`src/rtl/ws_pkg.sv`:
```
// Shared defaults, FSM state type and lane helper for the weight-stationary feeder.
package ws_pkg;
  localparam int WS_BIT_WIDTH = 8;
  localparam int WS_SIZE      = 4;

  typedef enum logic [1:0] {IDLE, LOAD_WT, STREAM, DRAIN} feeder_state_t;

  function automatic logic [WS_BIT_WIDTH-1:0] lane_slice(
    input logic [WS_BIT_WIDTH*WS_SIZE-1:0] v,
    input int unsigned                     idx
  );
    return v[idx*WS_BIT_WIDTH +: WS_BIT_WIDTH];
  endfunction
endpackage

```
`src/rtl/ws_skew_line.sv`:
```
// Fixed-latency data+valid delay line; output appears DELAY cycles after input.
module ws_skew_line #(
  parameter int DELAY     = 1,
  parameter int BIT_WIDTH = 8
) (
  input  logic                 clk,
  input  logic                 rst,
  input  logic                 clr,
  input  logic [BIT_WIDTH-1:0] d_in,
  input  logic                 v_in,
  output logic [BIT_WIDTH-1:0] d_out,
  output logic                 v_out
);
  logic [DELAY:1][BIT_WIDTH-1:0] dat_pipe;
  logic [DELAY:1]                vld_pipe;

  always_ff @(posedge clk) begin
    if (rst || clr) begin
      dat_pipe <= '0;
      vld_pipe <= '0;
    end else begin
      dat_pipe[1] <= d_in;
      vld_pipe[1] <= v_in;
      for (int k = 2; k <= DELAY; k++) begin
        dat_pipe[k] <= dat_pipe[k-1];
        vld_pipe[k] <= vld_pipe[k-1];
      end
    end
  end

  assign d_out = dat_pipe[DELAY];
  assign v_out = vld_pipe[DELAY];
endmodule

```
`src/rtl/ws_feeder4x4.sv`:
```
// Job sequencer for the 4x4 weight-stationary array: weight load, skewed activations, drain.
module ws_feeder4x4
  import ws_pkg::*;
#(
  parameter int BIT_WIDTH = WS_BIT_WIDTH,
  parameter int SIZE      = WS_SIZE
) (
  input  logic                      clk,
  input  logic                      rst,
  input  logic                      start,
  input  logic [BIT_WIDTH*SIZE-1:0] wt_in,
  input  logic                      wt_valid,
  output logic                      wt_ready,
  input  logic [BIT_WIDTH*SIZE-1:0] act_in,
  input  logic                      act_valid,
  input  logic                      act_last,
  output logic                      act_ready,
  output logic                      control,
  output logic [BIT_WIDTH*SIZE-1:0] wt_arr,
  output logic [BIT_WIDTH*SIZE-1:0] data_arr,
  output logic [SIZE-1:0]           lane_valid,
  output logic                      busy,
  output logic                      done
);
  localparam int CW = $clog2(SIZE) + 1;

  feeder_state_t state;
  logic [CW-1:0] wt_cnt, drain_cnt;

  logic [SIZE-1:0][BIT_WIDTH-1:0] inj_d, out_d;
  logic                           inj_v, skew_clr;

  assign wt_ready  = (state == LOAD_WT);
  assign act_ready = (state == STREAM);
  assign busy      = (state != IDLE);
  assign done      = (state == DRAIN) && (drain_cnt == CW'(SIZE-1));
  assign skew_clr  = (state == IDLE) && start;

  always_ff @(posedge clk) begin
    if (rst) begin
      state     <= IDLE;
      wt_cnt    <= '0;
      drain_cnt <= '0;
      control   <= 1'b0;
      wt_arr    <= '0;
    end else begin
      control <= 1'b0;
      case (state)
        IDLE: if (start) begin
          state  <= LOAD_WT;
          wt_cnt <= '0;
        end
        LOAD_WT: if (wt_valid) begin
          control <= 1'b1;
          wt_arr  <= wt_in;
          wt_cnt  <= wt_cnt + 1'b1;
          if (wt_cnt == CW'(SIZE-1)) state <= STREAM;
        end
        STREAM: if (act_valid && act_last) begin
          state     <= DRAIN;
          drain_cnt <= '0;
        end
        DRAIN: begin
          drain_cnt <= drain_cnt + 1'b1;
          if (done) state <= IDLE;
        end
        default: state <= IDLE;
      endcase
    end
  end

  // Non-handshake cycles in STREAM inject zero bubbles so lane timing stays fixed.
  always_comb begin
    inj_v = (state == STREAM) && act_valid;
    inj_d = '0;
    if (inj_v) inj_d = act_in;
  end

  for (genvar i = 0; i < SIZE; i++) begin : g_lane
    ws_skew_line #(.DELAY(i+1), .BIT_WIDTH(BIT_WIDTH)) u_skew (
      .clk   (clk),
      .rst   (rst),
      .clr   (skew_clr),
      .d_in  (inj_d[i]),
      .v_in  (inj_v),
      .d_out (out_d[i]),
      .v_out (lane_valid[i])
    );
  end

  assign data_arr = out_d;
endmodule

```
`config.mk`:
```
export PLATFORM = sky130hd
export DESIGN_NAME = ws_feeder4x4
export DESIGN_NICKNAME = d
export VERILOG_FILES = /design/src/rtl/ws_pkg.sv /design/src/rtl/ws_skew_line.sv /design/src/rtl/ws_feeder4x4.sv
export SDC_FILE = /design/constraint.sdc
export NUM_CORES = 1
export LEC_CHECK = 0
export CORE_MARGIN = 4
export CORE_UTILIZATION = 45
export DETAILED_ROUTE_END_ITERATION = 16
export GPL_ROUTABILITY_DRIVEN = 1
export GPL_TIMING_DRIVEN = 0
export MAX_ROUTING_LAYER = met4
export PLACE_DENSITY = 0.79
export SLEW_MARGIN = 20
export SYNTH_ARGS = -nofsm -noshare
export SYNTH_HDL_FRONTEND = slang
export SYNTH_SLANG_ARGS = --single-unit
```
`constraint.sdc`:
```
create_clock -name clk -period 1.8 [get_ports clk]
set_input_delay 0.27 -clock clk [delete_from_list [all_inputs] [get_ports clk]]
set_output_delay 0.27 -clock clk [all_outputs]
set_load 0.05 [all_outputs]
```
### Word level (Yosys, flattened, before mapping)

Cells that the tools add are included.

| cells by class | value |
|---|---|
| $add $sub $neg | 2 |
| eq/ne operators | 10 |
| multiplexer cells | 12 |
| bitwise operators | 2 |
| reduce and logical (&&, ||, !) cells | 15 |

Operators by type and width:

| cell | number |
|---|---|
| 3-bit one-hot mux with 2 select lines | 2 |
| 2-bit two-way mux | 5 |
| 3-bit two-way mux | 3 |
| 2-bit one-hot mux with 4 select lines | 1 |
| 3-bit by 1-bit adder with 3-bit output (second input constant) | 2 |
| 3-bit by 2-bit equality test with 1-bit output (second input constant) | 2 |
| 2-bit inequality test (second input constant) | 3 |
| 2-bit nonzero test | 3 |
| 5-bit AND reduction | 1 |
| 2-bit equality test (second input constant) | 2 |
| 1-bit logical AND | 4 |
| 2-bit by 1-bit inequality test with 1-bit output (second input constant) | 2 |
| 2-bit AND reduction | 2 |
| 2-bit OR reduction | 2 |
| 3-bit AND reduction | 1 |
| 2-bit by 1-bit equality test with 1-bit output (second input constant) | 1 |
| 2-bit logical NOT | 1 |
| 1-bit NOT | 2 |
| 1-bit logical OR | 1 |
| 1-bit two-way mux | 1 |

| word-level totals | value |
|---|---|
| bits in registers | 131 |
| input bits | 70 |
| output and inout bits | 73 |
| word-level logic and storage cells | 60 |

### Longest topological paths before layout

| depth | value |
|---|---|
| depth in word-level cells | 4 |
| depth in mapped cells | 7 |

### By module

A second synthesis with hierarchy kept.

| unflattened totals | value |
|---|---|
| cell total of the unflattened synthesis | 469 |
| area, all modules | 5,393.9 µm² |

By module, submodules not included:

| module | instances | cells an instance | area each (µm²) | sequential area each (µm²) |
|---|---|---|---|---|
| ws_feeder4x4 | 1 | 245 | 2,160.8 | 820.8 |
| ws_skew_line (g_lane[3].u_skew) | 1 | 88 | 1,291.2 | 720.7 |
| ws_skew_line (g_lane[2].u_skew) | 1 | 68 | 967.2 | 540.5 |
| ws_skew_line (g_lane[1].u_skew) | 1 | 48 | 659.4 | 360.3 |
| ws_skew_line (g_lane[0].u_skew) | 1 | 20 | 315.3 | 180.2 |

### Worst setup path before layout

No wires, ideal clock.

| timing | value |
|---|---|
| path kind | reg-to-reg |
| start | reg state[0] |
| end | reg state[0] |
| library setup time | 72 ps |
| arrival time | 1,680 ps |
| path slack | 48 ps |
| cell stages (with the launch flop) | 6 |
| clock period less this slack | 1,752 ps |
| path through | dfxtp_1 -> inv_1 -> ha_1 -> a21boi_0 -> nor4_2 -> mux2i_1 |

| between the ends | value |
|---|---|
| elaborated cells between the ends (all ways) | 12 |

RTL lines:

| item | line | text |
|---|---|---|
| from (decl) | ws_feeder4x4.sv:27 | `feeder_state_t state;` |
| from (signal assigned) | ws_feeder4x4.sv:41 | `state <= IDLE;` |
| from (signal assigned) | ws_feeder4x4.sv:50 | `state <= LOAD_WT;` |
| from (signal assigned) | ws_feeder4x4.sv:57 | `if (wt_cnt == CW'(SIZE-1)) state <= STREAM;` |
| 2-bit equality test (*) | - |  |
| net act_ready | ws_feeder4x4.sv:17 | `output logic act_ready,` |
| 2-bit by 1-bit inequality test with 1-bit output (no source line) | - |  |
| 5-bit AND reduction (no source line) | - |  |

Mark *: on every way through the listed nets, which the timed path passes. The rest lies on a longest branch.
A chain may end at the register's enable or synchronous reset.

==> flow_summary_export.csv <==
group,metric,value,unit
finish,finish.cell_count_without_fillers,691,
timing,maxSlewHeadroom,63.2,%
logic_synthesis,synthesis.area,4170,µm²
setup_path,worst_path_arrival,1.46,ns
clocking,cts_tree,"built",
logic_synthesis,synth.yosys.seq_area_share,60.1,%
logic_synthesis,synth_area_leader_cell,"sky130_fd_sc_hd__dfxtp_1",
floorplan,die_h,104,µm
global_route,antenna_found_initial,0,
clocking,clock_sinks,125,
logic_synthesis,yosys_warnings,0,
global_route,grt_first_pass_wirelength,15000,µm
logic_synthesis,ys_top_cells_by_area,"sky130_fd_sc_hd__dfxtp_1 60%, sky130_fd_sc_hd__and2_1 13%, sky130_fd_sc_hd__nand2_1 6.0%",
timing,period_needed,1.73,ns
finish,finish.net_count,650,
finish,ff_latch_area,2510,µm²
setup_path,critical_path_required,1.53,ns
clocking,numCtsBuffers,17,
global_route,vias_in_the_first_global_route,3228,
route,via_count,3091,
finish,antenna_cells,0,
power,worst_case_vdd_ir_drop,0.000737,V
route,drt_drc_violations_left,0,
route,routed_via_density,4.47,
finish,layout_commonest_cell,"sky130_fd_sc_hd__dfxtp_1",
floorplan,floorplan.core_area,8850,µm²
logic_synthesis,avgSynthCellArea,10.2,µm²
min_path,hold_path.class,"in -> reg",
floorplan,die_width,104,µm
route,routed_length_per_placed_instance,13.1,µm
route,drt_first_pass_iters,4,
clocking,cts_max_path_buffers,2,
timing,upper_clock_frequency_limit,579,MHz
power,leakagePower,0.00287,µW
clocking,post-cts-setup-buffers,0,
logic_synthesis,syn-instance-count,410,
placed_design,io_buffer_count,141,
clocking,worst_skew_pair.late_latency,0.50,ns
timing,finalClockSkew,0.00789,ns
placed_design,post_dp_cell_area,5710,µm²
logic_synthesis,post_synth_num_cell_types,26,
setup_path,reg2regPathDepth,5,
timing,max_slew.worst_pin.slew,0.554,ns
setup_path,reg2reg_setup_slack,0.16,ns
timing,final-setup-viol-count,0,
route,drt_iter0_markers,39,
global_route,track_usage,17.7,%
setup_path,worst-path-max-fanout,2,
power,power_per_cell_area,1260,nW/µm²
floorplan,floorplan.die_area,10900,µm²
job,timing.max_cap.violations,0,
finish,area_of_the_multi_input_gates,1340,µm²
logic_synthesis,synth.top_cell.area_share,60.1,%
run_status,status,"completed",
placed_design,dpl.cell_count,659,
setup_path,critPathLaunchType,"flip-flop",
finish,fin_area,6240,µm²
min_path,worstHoldStart,"rst",
timing,maxSlewViolCount,0,
min_path,hold_path_depth,3,
timing,hold_violations,0,
global_route,grt_start_max_net_pins,17,
global_route,gr-total-overflow,0,
finish,fill_cells,699,
setup_path,crit_type,"reg -> out",
finish,final_layout_size_suffix_gt1_share,14.6,%
placed_design,detailed_placer_s_ending_hpwl,6670,µm
floorplan,floorplan.rows,34,
logic_synthesis,post_syn_nets,490,
clocking,clock_transition_at_the_registers_of_the_reported_paths,0.06,ns
logic_synthesis,synth_seq_cells,125,
finish,syn_to_final_growth,49.8,%
route,drt.antenna.violating_nets,0,
finish,final_cell_mix,"121 x sky130_fd_sc_hd__dfxtp_1, 85 x sky130_fd_sc_hd__and2_1, 69 x sky130_fd_sc_hd__dlygate4sd2_1",
setup_path,worst_setup_path_end_kind,"output port",
route,finalWirelength,9060,µm
floorplan,floorplan.initialDensity,47.1,%
setup_path,critical_path.reg2reg.startpoint,"state[0]",
timing,rsz_0062_raised_after_global_routing,"true",
clocking,clockRootBuffer,"sky130_fd_sc_hd__clkbuf_8",
setup_path,cp-startpoint,"g_lane[2].u_skew.vld_pipe[2]",
clocking,cts.htree.levels,4,
floorplan,ioPinCount,143,
placed_design,globalplace.congestion,0.792,
min_path,hold_end,"state[1]",
setup_path,rr_endpoint,"state[1]",
timing,min_period_over_period,96.0,%
[flip-flops by register name, summed over array words and instances (netlist names)]
signal / flops
g_lane.u_skew.dat_pipe: 48
g_lane.u_skew.d_out: 32
wt_arr: 32
g_lane.u_skew.vld_pipe: 4
drain_cnt: 3
wt_cnt: 3
state: 2
control: 1
[how the worst max path moves through the flow]
stage,cells after the start,end
floorplan,5,state[0]
global placement,4,busy
detailed placement,4,busy
CTS,4,done
global route,4,busy
finish,2,lane_valid[1]
[synthesized netlist by cell type, drive strengths merged]
| library cell | n |
|---|---|
| dfxtp | 125 |
| and2 | 85 |
| nand2 | 67 |
| a21oi | 36 |
| buf | 36 |
| clkbuf | 12 |
| ha | 10 |
| nor2 | 9 |
| inv | 8 |
| mux2i | 4 |
| nand2b | 3 |
| nor3 | 3 |
| nor2b | 2 |
| o21ai | 2 |
| o22ai | 2 |
| a21bo | 1 |
| a21boi | 1 |
| a32oi | 1 |
| and3 | 1 |
| nor4 | 1 |
| o21bai | 1 |
[critical path, cell delays in order, from the launching register on]
cell,delay [ns]
sky130_fd_sc_hd__dfxtp_1,0.34
sky130_fd_sc_hd__buf_4,0.11
sky130_fd_sc_hd__dlygate4sd2_1,0.52
[logic make-up (layout without fill, tap and decap cells)]
group                      Yosys count  in the layout  synth area share [%]
AOI/OAI and AO/OA                   44             44                  5.95
adders and majority gates           10             10                  3.00
buffers and inverters               56            229                  8.41
DFF                                125            125                  60.1
muxes                                4              4                 0.961
and+or+nand+nor                    171            171                  21.6
[layer usage]
| metal | global-route usage, % | up-vias | part of all wire (%) |
|---|---|---|---|
| li1 | - | 1585 | - |
| met1 | 17.4 | 1397 | 38 |
| met2 | 32.0 | 100 | 54 |
| met3 | 6.89 | 9 | 7.3 |
| met4 | 5.89 | 0 | 0.67 |
| met5 | - | - | 0 |
[final cells by class]
class,count,area share [%]
Buffer,48,5.13
Clock buffer,17,6.64
Clock inverter,15,2.83
Inverter,8,0.481
Multi-Input combinational cell,229,21.5
Sequential cell,125,40.2
Tap cell,108,2.17
Timing Repair Buffer,141,21.1
[metrics by stage]
step / total power, µW / setup WS [ns] / TNS (ns) / util (%) / hold slack (ns)
after CTS: 7950 / 0.00270 / 0 / 70.2 / 0.0781
after detailed placement: 4640 / -0.161 / -0.263 / 64.6 / 0.411
after floorplan: 4080 / 0.0482 / 0 / - / 0.392
after global placement: 4600 / -0.137 / -0.173 / 64.6 / 0.408
final: 7860 / 0.0726 / 0 / 70.5 / 0.0922
after global routing: 8220 / -0.0134 / -0.0213 / 70.5 / 0.113
[report_power, final]
part	total (µW)	internal [µW]	switching, µW
registers	2990	2920	78.2
clock network	3360	2020	1340
logic	1500	533	969
total	7860	5470	2390
[timing repair]
action / in CTS / in global routing
pin swaps: 0 / 0
resized for setup: 97 / 5
hold buffers: 0 / 0
endpoints found under the setup margin: 73 / 12
Power figures use the tool's default switching activity.
